==> src/rtl/fetch_stage.sv <==
// Instruction-fetch stage: PC, in-order imem requests,
// tagged instruction queue toward decode, redirect flush.
module fetch_stage #(
  parameter int                    ADDR_WIDTH = 32,
  parameter logic [ADDR_WIDTH-1:0] RESET_PC   = '0,
  parameter int                    PC_INC     = 4,
  parameter int                    FIFO_DEPTH = 4
) (
  input  logic                  clk,
  input  logic                  reset,
  output logic                  imem_req_valid,
  input  logic                  imem_req_ready,
  output logic [ADDR_WIDTH-1:0] imem_addr,
  input  logic                  imem_resp_valid,
  input  logic [31:0]           imem_resp_data,
  input  logic                  redirect_valid,
  input  logic [ADDR_WIDTH-1:0] redirect_pc,
  output logic                  if_valid,
  output logic [31:0]           if_instruction,
  output logic [ADDR_WIDTH-1:0] if_pc,
  input  logic                  id_ready
);

  localparam int PW = $clog2(FIFO_DEPTH);
  localparam int CW = PW + 1;
  localparam logic [ADDR_WIDTH-1:0] INC =
    ADDR_WIDTH'(PC_INC);
  localparam logic [CW:0] DEPTH = (CW+1)'(FIFO_DEPTH);
  localparam logic [CW-1:0] ONE = CW'(1);

  logic [ADDR_WIDTH-1:0] r_pc;
  logic [ADDR_WIDTH-1:0] r_resp_pc;
  logic [CW-1:0]         r_wptr;
  logic [CW-1:0]         r_rptr;
  logic [CW-1:0]         r_out;
  logic [CW-1:0]         r_drop;
  logic [31:0]           r_ins [FIFO_DEPTH];
  logic [ADDR_WIDTH-1:0] r_tag [FIFO_DEPTH];

  logic [CW-1:0] w_count;
  logic          w_empty;
  logic          w_full;
  logic          w_credit;
  logic          w_fire;
  logic          w_valid;
  logic          w_pop;
  logic          w_push;
  logic [PW-1:0] w_widx;
  logic [PW-1:0] w_ridx;

  assign w_count = r_wptr - r_rptr;
  assign w_empty = (r_wptr == r_rptr);
  assign w_full  = (r_wptr[PW] != r_rptr[PW]) &&
                   (r_wptr[PW-1:0] == r_rptr[PW-1:0]);
  assign w_widx  = r_wptr[PW-1:0];
  assign w_ridx  = r_rptr[PW-1:0];

  // Credit uses registered occupancy only; a
  // same-cycle pop frees nothing until next cycle.
  assign w_credit = ({1'b0, w_count} + {1'b0, r_out})
                    < DEPTH;

  assign imem_req_valid = !reset && !redirect_valid &&
                          w_credit;
  assign w_fire  = imem_req_valid && imem_req_ready;
  assign imem_addr = reset ? RESET_PC : r_pc;

  assign w_valid = !reset && !w_empty;
  assign w_pop   = w_valid && id_ready &&
                   !redirect_valid;
  assign w_push  = imem_resp_valid && (r_drop == '0) &&
                   !redirect_valid;

  assign if_valid       = w_valid;
  assign if_instruction = w_valid ? r_ins[w_ridx] : '0;
  assign if_pc          = w_valid ? r_tag[w_ridx] : '0;

  // PC, pointers, in-flight and drop bookkeeping.
  always_ff @(posedge clk) begin
    if (reset) begin
      r_pc      <= RESET_PC;
      r_resp_pc <= RESET_PC;
      r_wptr    <= '0;
      r_rptr    <= '0;
      r_out     <= '0;
      r_drop    <= '0;
    end else if (redirect_valid) begin
      r_pc      <= redirect_pc;
      r_resp_pc <= redirect_pc;
      r_wptr    <= '0;
      r_rptr    <= '0;
      r_out     <= r_out - CW'(imem_resp_valid);
      r_drop    <= r_out - CW'(imem_resp_valid);
    end else begin
      if (w_fire)
        r_pc <= r_pc + INC;
      if (w_push) begin
        r_wptr    <= r_wptr + ONE;
        r_resp_pc <= r_resp_pc + INC;
      end
      if (w_pop)
        r_rptr <= r_rptr + ONE;
      r_out <= r_out + CW'(w_fire) -
               CW'(imem_resp_valid);
      if (imem_resp_valid && (r_drop != '0))
        r_drop <= r_drop - ONE;
    end
  end

  // Queue storage; contents are don't-care while empty.
  always_ff @(posedge clk) begin
    if (w_push) begin
      r_ins[w_widx] <= imem_resp_data;
      r_tag[w_widx] <= r_resp_pc;
    end
  end

  a_no_overflow: assert property (
    @(posedge clk) disable iff (reset)
    !(w_push && w_full && !w_pop));

  a_out_bound: assert property (
    @(posedge clk) disable iff (reset)
    ({1'b0, r_out} <= DEPTH));

endmodule
==> config.mk <==
export PLATFORM = sky130hd
export DESIGN_NAME = fetch_stage
export DESIGN_NICKNAME = d
export VERILOG_FILES = /design/src/rtl/fetch_stage.sv
export SDC_FILE = /design/constraint.sdc
export NUM_CORES = 1
export LEC_CHECK = 0
export BUFFER_PORTS_ARGS = -buffer_cell sky130_fd_sc_hd__buf_2
export CORE_ASPECT_RATIO = 0.6
export CORE_UTILIZATION = 58
export DETAILED_ROUTE_END_ITERATION = 6
export GPL_TIMING_DRIVEN = 1
export PLACE_DENSITY_LB_ADDON = 0.15
export SLEW_MARGIN = 15
export SYNTH_ARGS = -nofsm -noshare
export SYNTH_HDL_FRONTEND = slang
export SYNTH_SLANG_ARGS = --single-unit
==> constraint.sdc <==
create_clock -name clk -period 4.8 [get_ports clk]
set_clock_uncertainty 0.2 [all_clocks]
set_input_delay 0.24 -clock clk [delete_from_list [all_inputs] [get_ports clk]]
set_output_delay 0.24 -clock clk [all_outputs]
set_load 0.01 [all_outputs]
==> run_results.csv <==
group,metric,value,unit
timing,fin_crit,3.89,ns
timing,rsz0062_at_grt,"false",
global_routing,grt_pass1_wl,47100,um
logic_synthesis,synth_cell_types,60,
placement,port_buffers,167,
routing,viasPerCell,5.77,
setup_path,path_max_fanout,4,
logic_synthesis,ys.flop_type,"edfxtp_1",
logic_synthesis,ys_warn_count,0,
clock_tree,path_clk_slew,0.07,ns
logic_synthesis,ys_seq_elements,334,
timing,tightest_slew,1.04,ns
setup_path,reg2reg_from,"r_wptr[0]",
logic_synthesis,synth_common_cells,"256 x edfxtp_1, 96 x nor2b_1, 78 x dfxtp_1",
global_routing,grt_use_total,24.3,%
setup_path,startpoint_type,"flip-flop",
clock_tree,cts_hold_buf,66,
placement,dp_hpwl,18800,um
logic_synthesis,synth_nets,1070,
hold_path,min_to,"r_pc[17]",
routing,ant_nets,0,
floorplanning,die_x,205,um
global_routing,grt_max_degree,92,
setup_path,crit_path_end_kind,"flip-flop",
timing,slew_headroom,30.5,%
clock_tree,clock_latency,0.56,ns
power,vdd_drop_max,0.000351,V
logic_synthesis,synth_edf_count,256,
timing,fmax,257,MHz
logic_synthesis,synthCells,981,
clock_tree,cts_sinks,334,
routing,wl_per_cell,19.6,um
floorplanning,initial_core_util,59.2,%
routing,dr.first_iter.drc_count,735,
final_layout,nets,1294,
final_layout,syn_to_final_growth,19.5,%
clock_tree,root_buffer,"clkbuf_16",
logic_synthesis,synthArstFlopShare,0,%
logic_synthesis,synth_top_area_share,53.8,%
clock_tree,cts-htree-levels,1,
setup_path,worstPathRequired,5.02,ns
outcome,status,"completed",
timing,finalSetupTns,0,ns
floorplanning,num_rows,44,
routing,top_layer_used,"met4",
hold_path,whs_path_depth,4,
logic_synthesis,yosysTopAreaCell,"edfxtp_1",
power,powerDensity,362,mW/mm^2
logic_synthesis,syn_area,0.0143,sq mm
floorplanning,io_pins,168,
flow_run,drv_cap,0,
placement,dp_slack,0.968,ns
clock_tree,max-clock-path-buffers,3,
logic_synthesis,yosysSeqAreaShare,64.7,%
clock_tree,numCtsBuffers,30,
floorplanning,core_area,0.0242,sq mm
routing,wl_met1,14500,um
clock_tree,cts_resized,0,
power,p_leak,6.04,nW
routing,wl,30400,um
setup_path,r2r_cells,17,
hold_path,hold_path_class,"in2reg",
setup_path,r2r_slack,0.91,ns
clock_tree,cts_tree,"built",
setup_path,path_class,"reg2reg",
setup_path,cp_slowest_cell,"fa_1",
final_layout,drive_above_1_share,25.2,%
clock_tree,cts_setup_buffers,0,
timing,timing.final.crit_share,81.0,%
setup_path,path_cells,"inv_1 -> ha_1 -> inv_1 -> fa_1 -> xor2_1 -> ha_1 -> nor3_1 -> o2111a_1 -> inv_1 -> ha_1 -> inv_1 -> ha_1 -> fa_1 -> xor2_1 -> o21ai_0 -> xnor2_1 -> nor2_1",
setup_path,slowest_delay,0.38,ns
global_routing,grt-ovfl-total,0,
logic_synthesis,yosysMostFrequentCell,"edfxtp_1",
final_layout,n_antenna_cell,0,
logic_synthesis,synth.avg_cell_area,14.6,sq um
global_routing,grt_pass1_vias,8664,
setup_path,reg2reg_to,"r_out[2]",
timing,worst_slack,0.913,ns
floorplanning,dieArea,0.0253,sq mm
hold_path,hp-start,"redirect_valid",
routing,first_pass_iters,5,
routing,route.met2.wl,13700,um
timing,drv_slew,0,
floorplanning,dieHeight,124,um
routing,num_vias,8950,
logic_synthesis,synth_area_leaders,"edfxtp_1 54%, dfxtp_1 11%, mux4_2 10%, nor2b_1 4.2%, xnor2_1 1.8%",
setup_path,path_delay_family,"adder cells",
routing,wl_met3,1660,um
timing,setup_violations,0,
setup_path,worst-path-buf-inv,4,
routing,drcViolationCount,0,
setup_path,arrival,4.11,ns
global_routing,antenna_found_initial,1,
timing,hold_violations,0,
placement,place.gp.congestion,0.885,
[sequential cells by signal, indices dropped and copies added (netlist names), named ones only]
signal,flops
r_drop,3
r_out,3
r_resp_pc,32
r_ins,128
r_tag,128
r_pc,32
r_wptr,3
r_rptr,3
[logic make-up (layout without fill, tap and decap cells)]
group,Yosys count,in the layout,share of synthesized area (%)
buffers and inverters,90,337,2.93
AND/OR/NAND/NOR,307,307,12.1
flip-flops,334,334,64.7
multiplexers,65,65,10.2
XOR/XNOR,48,48,2.94
AO/OA/AOI/OAI,118,118,5.40
adder cells (fa/ha/maj),19,19,1.77
[cell usage in the layout, fill, tap and decap left out, types with 34 or more instances in the layout]
cell and n:
edfxtp_1 256, buf_2 167, nor2b_1 96, dfxtp_1 76
dlygate4sd3_1 66, mux4_2 64, nand2_1 53, a21oi_1 40
nor2_1 36, inv_1 34
[power by group]
| group | internal [W] | switching (W) |
|---|---|---|
| Combinational | 0.000217 | 0.000227 |
| Sequential | 0.00320 | 0.0000886 |
| Clock | 0.00143 | 0.00102 |
[final cells by class]
type | count | area (sq um)
fillers | 1635 | 7070
repair buffers | 247 | 1660
flip-flops and latches | 334 | 9250
clock buffers | 42 | 837
well taps | 322 | 403
multi-input cells | 557 | 4640
clock inverters | 13 | 166
inverters | 35 | 131
[worst min-delay path, cell delays in order]
cell     delay [ns]
buf_2          0.11
buf_4          0.27
nand2_1        0.12
a21oi_1        0.05
[routing by layer]
layer	vias to the layer above	global-route usage [%]
met2	308	36.9
met1	4461	37.3
met4	0	5.36
li1	4139	-
met3	42	3.69
met5	-	0
[through the flow]
stage               std cells  hold slack, ns  utilization (%)  total power [W]  cell area (sq um)
global placement         1429           0.241             63.9          0.00374              15400
detailed placement       1429           0.248             63.9          0.00376              15400
CTS                      1550          0.0759             70.7          0.00623              17100
global route             1550           0.109             70.7          0.00639              17100
floorplan                 981           0.139                -          0.00359              14300
finish                   1550          0.0977             70.7          0.00619              17100
[worst max path at each step]
stage                     startpoint        to  depth (start not counted)
after floorplan            r_wptr[0]  r_out[2]                         18
after global placement     r_wptr[0]  r_out[2]                         17
after detailed placement   r_wptr[0]  r_out[2]                         17
after CTS                  r_wptr[0]  r_out[2]                         17
after global routing       r_wptr[0]  r_out[2]                         17
final                      r_wptr[0]  r_out[2]                         17
No activity file was read; power rests on OpenSTA's default activity.
